`config.mk`:
```
export PLATFORM = sky130hd
export DESIGN_NAME = controle_cofre
export DESIGN_NICKNAME = d
export VERILOG_FILES = /design/src/rtl/controle_cofre.sv
export SDC_FILE = /design/constraint.sdc
export NUM_CORES = 1
export LEC_CHECK = 0
export ABC_AREA = 1
export CAP_MARGIN = 20
export CORE_ASPECT_RATIO = 1.2
export CORE_MARGIN = 4
export CORE_UTILIZATION = 50
export CTS_CLUSTER_DIAMETER = 120
export DETAILED_ROUTE_END_ITERATION = 12
export PLACE_DENSITY = 0.68
export SYNTH_ARGS = -nofsm -noshare
export SYNTH_HDL_FRONTEND = slang
export SYNTH_SLANG_ARGS = --single-unit
export TNS_END_PERCENT = 50
```
`constraint.sdc`:
```
create_clock -name clk -period 4.3 [get_ports clk]
set_clock_uncertainty 0.1 [all_clocks]
set_input_delay 1.29 -clock clk [delete_from_list [all_inputs] [get_ports clk]]
set_output_delay 1.29 -clock clk [all_outputs]
set_load 0.02 [all_outputs]
```
`src/rtl/controle_cofre.sv`:
```
// Keypad lock sequencer: checks entered digits against a programmable code,
// counts wrong digits per attempt, enforces a timed lockout and lets the user reprogram the code.
module controle_cofre #(
  parameter int          NUM_DIGITOS     = 6,
  parameter int          MAX_ERROS       = 2,
  parameter int          BLOQUEIO_CICLOS = 16,
  parameter logic [31:0] CODIGO_PADRAO   = 32'h00590981
) (
  input  logic       clk,
  input  logic       reset,
  input  logic       insere,
  input  logic [3:0] numero,
  input  logic       programa,
  input  logic       travar,
  output logic       LED,
  output logic       aberto,
  output logic       bloqueado,
  output logic [1:0] estado_out,
  output logic [2:0] indice,
  output logic [1:0] erros
);

  localparam int         CW        = 4 * NUM_DIGITOS;
  localparam logic [2:0] ULTIMO    = 3'(NUM_DIGITOS - 1);
  localparam logic [1:0] ERROS_MAX = 2'(MAX_ERROS);
  localparam logic [15:0] TIMER_INI = 16'(BLOQUEIO_CICLOS - 1);

  typedef enum logic [1:0] {
    ENTRADA  = 2'b00,
    ABERTO   = 2'b01,
    PROGRAMA = 2'b10,
    BLOQUEIO = 2'b11
  } estado_t;

  estado_t        estado_q, estado_d;
  logic [2:0]     indice_q, indice_d;
  logic [1:0]     erros_q, erros_d;
  logic           led_q, led_d;
  logic [15:0]    timer_q, timer_d;
  logic [CW-1:0]  codigo_q, codigo_d;
  logic [CW-1:0]  shadow_q, shadow_d;
  logic [CW-1:0]  shadow_w;
  logic [1:0]     erros_inc;
  logic           aberto_q, bloqueado_q;

  // First digit lives in the most significant nibble of the packed code.
  function automatic logic [3:0] digito(input logic [CW-1:0] v, input logic [2:0] k);
    return v[4*(NUM_DIGITOS-1-int'(k)) +: 4];
  endfunction

  always_ff @(posedge clk or negedge reset) begin
    if (!reset) begin
      estado_q    <= ENTRADA;
      indice_q    <= 3'd0;
      erros_q     <= 2'd0;
      led_q       <= 1'b0;
      timer_q     <= 16'd0;
      codigo_q    <= CODIGO_PADRAO[CW-1:0];
      shadow_q    <= '0;
      aberto_q    <= 1'b0;
      bloqueado_q <= 1'b0;
    end else begin
      estado_q    <= estado_d;
      indice_q    <= indice_d;
      erros_q     <= erros_d;
      led_q       <= led_d;
      timer_q     <= timer_d;
      codigo_q    <= codigo_d;
      shadow_q    <= shadow_d;
      aberto_q    <= (estado_d == ABERTO);
      bloqueado_q <= (estado_d == BLOQUEIO);
    end
  end

  always_comb begin
    estado_d  = estado_q;
    indice_d  = indice_q;
    erros_d   = erros_q;
    led_d     = led_q;
    timer_d   = timer_q;
    codigo_d  = codigo_q;
    shadow_d  = shadow_q;
    erros_inc = erros_q + 2'd1;
    shadow_w  = shadow_q;
    shadow_w[4*(NUM_DIGITOS-1-int'(indice_q)) +: 4] = numero;

    case (estado_q)
      ENTRADA: begin
        if (insere) begin
          if (numero == digito(codigo_q, indice_q)) begin
            if (indice_q == ULTIMO) begin
              estado_d = ABERTO;
              indice_d = 3'd0;
              erros_d  = 2'd0;
            end else begin
              indice_d = indice_q + 3'd1;
            end
          end else begin
            erros_d = erros_inc;
            led_d   = 1'b1;
            if (erros_inc == ERROS_MAX) begin
              estado_d = BLOQUEIO;
              timer_d  = TIMER_INI;
              indice_d = 3'd0;
            end else begin
              estado_d = ENTRADA;
            end
          end
        end else begin
          estado_d = ENTRADA;
        end
      end

      BLOQUEIO: begin
        if (timer_q == 16'd0) begin
          estado_d = ENTRADA;
          erros_d  = 2'd0;
          led_d    = 1'b0;
          indice_d = 3'd0;
        end else begin
          timer_d = timer_q - 16'd1;
        end
      end

      ABERTO: begin
        if (travar) begin
          estado_d = ENTRADA;
          led_d    = 1'b0;
          erros_d  = 2'd0;
          indice_d = 3'd0;
        end else if (programa) begin
          estado_d = PROGRAMA;
          indice_d = 3'd0;
          shadow_d = '0;
        end else begin
          estado_d = ABERTO;
        end
      end

      PROGRAMA: begin
        // Abort wins over a digit arriving in the same cycle.
        if (travar) begin
          estado_d = ABERTO;
          indice_d = 3'd0;
          led_d    = 1'b0;
          shadow_d = '0;
        end else if (insere) begin
          if (numero <= 4'd9) begin
            if (indice_q == ULTIMO) begin
              codigo_d = shadow_w;
              shadow_d = '0;
              estado_d = ABERTO;
              indice_d = 3'd0;
              led_d    = 1'b0;
            end else begin
              shadow_d = shadow_w;
              indice_d = indice_q + 3'd1;
            end
          end else begin
            led_d = 1'b1;
          end
        end else begin
          estado_d = PROGRAMA;
        end
      end

      default: begin
        estado_d = ENTRADA;
        indice_d = 3'd0;
        erros_d  = 2'd0;
      end
    endcase
  end

  assign LED        = led_q;
  assign aberto     = aberto_q;
  assign bloqueado  = bloqueado_q;
  assign estado_out = estado_q;
  assign indice     = indice_q;
  assign erros      = erros_q;

endmodule
```
* After elaboration in Yosys (flattened, before gate mapping)
Index checks and enable logic that the tools add are counted.
** Cells by class
- Add/subtract/negate cells :: 5
- $lt $le $gt $ge :: 1
- Eq/ne operators :: 22
- Shift-type cells :: 3
- Muxes and demuxes :: 50
- Bitwise operators :: 1
- Reductions and logical operators :: 11
** Operators with widths (count)
- $mux W24 :: 6
- $mux W16 :: 4
- $pmux W24 S2 :: 1
- $neg A6 Y33 :: 1
- $shift A4 B33 Y24 const A :: 1
- $shiftx A4 B33 Y24 :: 1
- $pmux W16 S2 :: 1
- $mux W2 :: 15
- $mux W3 :: 10
- $bwmux W24 :: 1
- $shiftx A24 B6 Y4 :: 1
- $reduce_and A5 Y1 :: 4
- $logic_not A16 Y1 :: 1
- $ne A2 B2 Y1 const B :: 8
- $sub A16 B1 Y16 const B :: 1
- $ne A3 B3 Y1 const B :: 5
- $pmux W3 S4 :: 1
- $reduce_and A6 Y1 :: 2
- $eq A2 B2 Y1 const B :: 4
- $mux W1 :: 8
- $pmux W2 S4 :: 1
- $pmux W2 S3 :: 1
- $eq A2 B1 Y1 const B :: 2
- $eq A4 B4 Y1 :: 1
- other kinds (11) :: 12
** Storage, ports and cells
- Register bits after elaboration :: 74

* Depth between registers and ports, before layout
Gate-level depths: netlist of the first run.
- Word-level depth :: 9
- Gate-level depth with buffers :: 18
- Gate-level depth less buffers :: 18

* Worst setup path after synthesis of the first run
No wires, ideal clock.
- Path kind :: reg-to-reg
- Start point :: reg indice_q[1], in the netlist indice[1]
- End point :: reg codigo_q[16]
- Arrival :: 2.738 ns
- Slack :: 1.383 ns
- Cell stages (with the launch flop) :: 15
- Path buffers :: 0
- Clock period less this slack :: 2.917 ns
- Cell sequence :: dfrtp_1 -> inv_1 -> ha_1 -> inv_1 -> nand2_2 -> ha_1 -> nor2_1 -> nand3_1 -> nor2_1 -> o21ai_0 -> nor2_1 -> nand4_1 -> o21ai_0 -> nand2_1 -> o21ai_0
** Between the ends
- Longest elaborated chain between the ends :: 4
- Elaborated cells between the ends (all ways) :: 7
** Ends and longest elaborated chain
- start, declared :: line 36 : logic [2:0] indice_q, indice_d;
- start signal, assigned :: line 64 : indice_q <= indice_d;
- $sub A3 B3 Y4 :: line 85 : shadow_w[4*(NUM_DIGITOS-1-int'(indice_q)) +: 4] = numero;
- $neg A6 Y33 :: line 85
- $shiftx A4 B33 Y24 or $shift A4 B33 Y24 (tied branches) :: line 85
- $bwmux W24 :: line 85
- end signal, assigned :: line 58 : codigo_q <= CODIGO_PADRAO[CW-1:0];
- end signal, assigned :: line 68 : codigo_q <= codigo_d;
- end, declared :: line 40 : logic [CW-1:0] codigo_q, codigo_d;
Several ways; a longest one is shown, not always the timed one.
A chain may end at the register's enable or synchronous reset.

* Worst setup path after layout of the first run
- Start point :: reg indice_q[1], in the netlist indice[1]
- End point :: reg codigo_q[13]
Same word-level chain as after synthesis.

==> results of run 1 <==
==> per-layer routing <==
layer	GRT usage, %	up-vias	part of all wire (%)
li1	-	2039	-
met1	28.5	1913	44
met2	35.3	129	48
met3	3.18	27	4.7
met4	9.05	0	2.6
met5	0	-	0
==> cell usage after synthesis (6+ instances only) <==
library cell / n
clkbuf_1: 8
dfrtp_1: 66
dfstp_2: 8
ha_1: 13
inv_1: 64
nand2_1: 234
nand3_1: 31
nand4_1: 7
nor2_1: 59
nor3_1: 13
o211ai_1: 6
o21ai_0: 53
o21ai_1: 8
o22ai_1: 7
xor2_1: 10
==> worst min-delay path: stages, from the launching register on <==
cell and delay (ns):
dfrtp_1 0.34, nand2_1 0.05, nand2_1 0.06
==> worst min-delay path by stage <==
stage,endpoint,slack (ns),cells after the start
floorplan,codigo_q[14]$_DFFE_PN0P_,0.34,2
global placement,codigo_q[13]$_DFFE_PN0P_,0.36,2
detailed placement,codigo_q[15]$_DFFE_PN0P_,0.36,2
CTS,codigo_q[11]$_DFFE_PN1P_,0.38,2
global route,codigo_q[15]$_DFFE_PN0P_,0.39,2
finish,codigo_q[15]$_DFFE_PN0P_,0.38,2
==> kinds of logic after synthesis <==
family | count (synthesis)
AND/OR/NAND/NOR | 362
AO/OA/AOI/OAI | 82
buffers and inverters | 87
flip-flops | 74
adder cells (fa/ha/maj) | 14
XOR/XNOR | 15
==> cell type report <==
| type | count | area, um^2 |
|---|---|---|
| Tap cell | 117 | 146 |
| Clock inverter | 6 | 66.3 |
| Fill cell | 869 | 3760 |
| Clock buffer | 10 | 128 |
| Inverter | 70 | 265 |
| Timing Repair Buffer | 22 | 208 |
| Multi-Input combinational cell | 473 | 2270 |
| Sequential cell | 74 | 1860 |
==> flip-flops by register name (all words and copies together), names as in the netlist <==
name,count
bloqueado,1
indice,3
codigo_q,24
LED,1
timer_q,16
estado_out,2
shadow_q,24
erros,2
aberto,1
==> power by group <==
part	internal (mW)	switching, mW	leakage, nW
combinational	0.310	0.667	1.38
clock	0.270	0.279	0.101
sequential	0.778	0.0735	0.970
total	1.36	1.02	2.45
==> stage by stage <==
step / cells / instance area (um^2) / setup WS (ns) / hold WS (ns)
2_1_floorplan: 634 / 4500 / 1.38 / 0.341
3_3_place_gp: 756 / 4750 / 0.661 / 0.357
3_5_place_dp: 756 / 4750 / 0.560 / 0.363
4_1_cts: 772 / 4940 / 0.837 / 0.378
5_1_grt: 772 / 4940 / 0.445 / 0.390
6_report: 772 / 4940 / 0.838 / 0.376
==> impl_metrics.csv, run 1 <==
group,metric,value,unit
route,routed_wl,10700,um
logic_synthesis,synth-main-ff-cell,"dfrtp_1",
final_layout,final_common_cell,"nand2_1",
critical_path,r2r_cells,14,
grt,grtUsageTotal,21.7,%
cts,clk_pin_slew,0.08,ns
critical_path,crit_top_cell,"nor2_1",
critical_path,crit_path_end,"codigo_q[13]$_DFFE_PN0P_",
logic_synthesis,synth_area_leaders,"dfrtp_1 (37%), nand2_1 (20%), o21ai_0 (5.9%)",
cts,insertion_delay,0.36,ns
logic_synthesis,ys_seq_elements,74,
critical_path,startpoint,"indice[1]$_DFFE_PN0P_",
critical_path,worstReg2RegEnd,"codigo_q[13]$_DFFE_PN0P_",
cts,cts_root_buf,"clkbuf_8",
critical_path,worstPathArrival,3.65,ns
critical_path,path_max_fanout,10,
critical_path,end_kind,"flop",
run_status,status,"finished clean",
sta,hold_viol,0,
final_layout,post_route_cells_drive_above_1_share,7.02,%
worst_hold_path,worstHoldStart,"codigo_q[15]$_DFFE_PN0P_",
route,routed-via-count,4108,
critical_path,critical_path_class,"reg -> reg",
final_layout,utilization,56.8,%
final_layout,fin_nets,673,
sta,rsz0062_at_grt,"no",
sta,fmax,289,MHz
grt,grt_pass1_vias,3970,
floorplanning,num_rows,37,
pwr,vdd_drop_max,0.000378,V
sta,finalSetupViolCount,0,
placement,hpwl,7730,um
logic_synthesis,synth_top_area_cell,"dfrtp_1",
critical_path,critPathLaunchType,"flop",
floorplanning,die_width,94.6,um
cts,cts_resized,0,
logic_synthesis,synth-xor-area-share,2.92,%
pwr,power_density,481,nW/um^2
critical_path,cp_slowest_cell,"ha_1",
route,ant_nets,0,
floorplanning,fp.coreArea,8700,um^2
pwr,leakagePower,2.45,nW
floorplanning,ios,19,
grt,gr-total-overflow,0,
logic_synthesis,synth_top_family_by_area,"simple AND/OR/NAND/NOR gates",
worst_hold_path,hold_path_class,"reg -> reg",
critical_path,cp_cell_sequence,"inv_1, ha_1, inv_1, nand2_2, ha_1, nor2_1, nand3_1, nor2_1, a21oi_1, nor2_1, nand3_1, o21ai_0, nand2_1, nand2_1",
logic_synthesis,synthSimpleGateAreaFrac,33.5,%
cts,htree_levels,3,
critical_path,r2r-start,"indice[1]$_DFFE_PN0P_",
logic_synthesis,ys_types,37,
cts,clock_path_buffers,2,
final_layout,final_cell_mix,"nand2_1 (234), dfrtp_1 (66), inv_1 (64)",
logic_synthesis,yosysWarnings,0,
route,dr.pass1.iters,5,
placement,gp_congestion,0.961,
critical_path,cp.depth,14,
cts,cts_tree,"yes",
grt,grt_max_degree,75,
route,viasPerCell,5.32,
cts,cts_setup_buffers,0,
sta,fin_crit_sh,80.5,%
pwr,power,2.38,mW
logic_synthesis,synthAdderAreaFrac,4.06,%
logic_synthesis,synthCells,634,
logic_synthesis,syn_nets,657,
critical_path,crit_buf_inv,2,
floorplanning,die_h,112,um
route,wl_per_cell,13.8,um
logic_synthesis,yosysSeqAreaShare,41.4,%
flow_run,max-cap-violations,0,
sta,worst_slew_pin_slew,0.947,ns
cts,postCtsHoldBufs,0,
route,drt_iter0_markers,319,
final_layout,areaGrowthSynthToFinish,9.78,%
grt,antenna_found_initial,0,
sta,layout_min_cycle_time,3.46,ns
floorplanning,start_util,51.7,%
critical_path,required,4.48,ns
critical_path,critPathTopFamily,"simple AND/OR/NAND/NOR gates",
cts,numCtsBuffers,9,
logic_synthesis,synth.avg_cell_area,7.10,um^2
grt,grt_pass1_wl,18400,um
logic_synthesis,async_reset_ff_share,100,%
sta,slew_violations,0,
floorplanning,die-area,10600,um^2
critical_path,slowest_delay,0.49,ns
route,drc,0,
logic_synthesis,synth.area.mux_share,0,%
sta,max_slew_margin,36.9,%
sta,tns,0,ns
logic_synthesis,synth-edff-count,0,
logic_synthesis,synth_compound_area_share,9.84,%
final_layout,num_antenna_cells,0,
logic_synthesis,synth_top_cell_area_share,36.7,%
critical_path,r2r_slack,0.84,ns
placement,io_buffer_count,18,
cts,clock_sinks,74,
logic_synthesis,synth_area,4500,um^2
No activity file was read; power rests on OpenSTA's default activity.
==> run 2: changes to the inputs <==
==> constraint.sdc (replaced) <==
create_clock -name clk -period 3.6 [get_ports clk]
set_clock_uncertainty 0.1 [all_clocks]
set_input_delay 1.08 -clock clk [delete_from_list [all_inputs] [get_ports clk]]
set_output_delay 1.08 -clock clk [all_outputs]
set_load 0.02 [all_outputs]
==> impl_metrics.csv, run 2 (synthesized netlist as in run 1, its figures left out) <==
group,metric,value,unit
cts,numCtsBuffers,9,
critical_path,end_kind,"flop",
final_layout,final_common_cell,"nand2_1",
grt,grt_max_degree,75,
run_status,status,"finished clean",
sta,worst_slew_pin_slew,0.945,ns
pwr,clkPwrFrac,21.0,%
final_layout,register_area,1860,um^2
sta,layout_min_cycle_time,3.26,ns
floorplanning,fp.coreArea,8700,um^2
sta,rsz0062_at_grt,"no",
cts,cts_root_buf,"clkbuf_8",
worst_hold_path,holdPathEnd,"codigo_q[8]$_DFFE_PN1P_",
pwr,p_int,1.61,mW
floorplanning,die-area,10600,um^2
cts,clock_path_buffers,2,
floorplanning,die_width,94.6,um
final_layout,post_route_cells_drive_above_1_share,8.32,%
cts,clk_pin_slew,0.08,ns
critical_path,r2r-start,"indice[1]$_DFFE_PN0P_",
worst_hold_path,worstHoldStart,"codigo_q[8]$_DFFE_PN1P_",
pwr,power_density,562,nW/um^2
sta,whs,0.378,ns
floorplanning,die_h,112,um
critical_path,critical_path_class,"reg -> reg",
route,ant_nets,0,
floorplanning,num_rows,37,
pwr,power,2.80,mW
critical_path,cp_cell_sequence,"clkinvlp_4, ha_2, inv_1, nand2_2, ha_1, nor2_1, nand3_1, nor2_1, o21ai_0, nor2_1, nand4_1, o21ai_1, nand2_1, nand2_1",
sta,finalSetupViolCount,0,
final_layout,num_antenna_cells,0,
placement,io_buffer_count,18,
worst_hold_path,hold_path_class,"reg -> reg",
critical_path,worstPathArrival,3.46,ns
sta,fmax,307,MHz
grt,antenna_found_initial,0,
route,drt_iter0_markers,239,
sta,max_slew_margin,37.0,%
critical_path,crit_top_cell,"nor2_1",
final_layout,fin_nets,680,
critical_path,crit_buf_inv,2,
grt,grtUsageTotal,22.0,%
final_layout,multiInputGateArea,2270,um^2
sta,hold_viol,0,
sta,fin_crit_sh,90.4,%
pwr,leakagePower,2.47,nW
final_layout,top_regs,"codigo_q: 24 flops, shadow_q: 24 flops, timer_q: 16 flops",
critical_path,critPathLaunchType,"flop",
placement,place_inst,759,
final_layout,final_cell_mix,"nand2_1 (234), dfrtp_1 (66), inv_1 (63)",
critical_path,r2r_slack,0.34,ns
pwr,sw_frac_of_total,42.7,%
flow_run,max-cap-violations,0,
critical_path,critPathTopFamily,"simple AND/OR/NAND/NOR gates",
cts,clock_sinks,74,
route,wl_per_cell,13.8,um
critical_path,r2r_cells,14,
cts,cts_tree,"yes",
pwr,vdd_drop_max,0.000386,V
final_layout,final_area,4980,um^2
final_layout,areaGrowthSynthToFinish,10.6,%
final_layout,fillers,875,
cts,insertion_delay,0.36,ns
critical_path,slowest_delay,0.40,ns
sta,tns,0,ns
route,viasPerCell,5.24,
floorplanning,ios,19,
route,drc,0,
placement,gp_congestion,0.960,
sta,slew_violations,0,
route,dr.pass1.iters,5,
grt,gr-total-overflow,0,
pwr,seqPwrFrac,36.2,%
critical_path,worstReg2RegEnd,"codigo_q[11]$_DFFE_PN1P_",
floorplanning,start_util,51.7,%
worst_hold_path,holdPathStages,2,
placement,hpwl,7640,um
final_layout,final_cells,778,
grt,grt_pass1_wl,18400,um
cts,postCtsHoldBufs,0,
critical_path,cp_slowest_cell,"dfrtp_1",
grt,grt_pass1_vias,3946,
pwr,p_switching,1.19,mW
placement,place_area,4770,um^2
route,routed_wl,10700,um
critical_path,path_max_fanout,8,
cts,htree_levels,3,
route,routed-via-count,4079,
critical_path,required,3.80,ns
pwr,power_frac_comb,42.9,%
## run 2: cell count changes in the layout (fill, tap and decap cells not counted), sizes merged
| cell | before | now |
|---|---|---|
| clkinvlp | 0 | 1 |
| bufinv | 1 | 0 |
| buf | 5 | 12 |
| clkinv | 5 | 4 |
| inv | 70 | 68 |
| clkbuf | 10 | 12 |
## run 2: worst max-delay path by stage
stage	start	endpoint	slack [ns]	depth (start not counted)
2_1_floorplan	indice[1]$_DFFE_PN0P_	codigo_q[16]$_DFFE_PN1P_	0.68	14
3_3_place_gp	indice[1]$_DFFE_PN0P_	codigo_q[16]$_DFFE_PN1P_	0.38	14
3_5_place_dp	indice[1]$_DFFE_PN0P_	codigo_q[19]$_DFFE_PN1P_	0.27	14
4_1_cts	indice[1]$_DFFE_PN0P_	codigo_q[19]$_DFFE_PN1P_	0.24	14
5_1_grt	indice[2]$_DFFE_PN0P_	codigo_q[19]$_DFFE_PN1P_	0.03	13
6_report	indice[1]$_DFFE_PN0P_	codigo_q[11]$_DFFE_PN1P_	0.34	14
## run 2: timing repair
action / in CTS / in global routing
resized for setup: 0 / 7
buffers inserted: 0 / 4
endpoints found under the hold margin: 0 / 0
setup endpoints to repair: 0 / 19
## run 2: final cells by class
| type | instances | share of cell area, % |
|---|---|---|
| clock buffer | 12 | 3.11 |
| clock inverter | 3 | 0.301 |
| inverter | 70 | 5.40 |
| multi-input combinational | 473 | 45.6 |
| sequential | 74 | 37.4 |
| tap | 117 | 2.94 |
| timing repair buffer | 29 | 5.22 |
## run 2: power by group through the flow
| stage | combinational (mW) | clock, mW | sequential (mW) |
|---|---|---|---|
| after global placement | 1.17 | 0 | 1.02 |
| after CTS | 1.19 | 0.608 | 1.01 |
| after global routing | 1.35 | 0.646 | 1.03 |
| final | 1.20 | 0.587 | 1.01 |
| after detailed placement | 1.18 | 0 | 1.03 |
| after floorplan | 0.822 | 0 | 1.06 |
## run 2: tightest hold or removal path, stage by stage (launching register included)
cell and delay [ns]:
dfstp_2 0.37, nand2_1 0.06, nand2_1 0.05
## run 2: routing by layer
metal | vias to the layer above | global-route usage, % | wire (um)
met1 | 1892 | 28.5 | 4900
met2 | 108 | 35.5 | 5100
met3 | 18 | 3.38 | 430
met4 | 0 | 10.7 | 280
met5 | - | 0 | 0
li1 | 2061 | - | -
## run 2: through the flow
stage,setup slack (ns),utilization [%]
after CTS,0.236,56.8
after detailed placement,0.269,54.8
after floorplan,0.683,-
after global routing,0.0317,57.2
after global placement,0.384,54.8
final,0.345,57.2
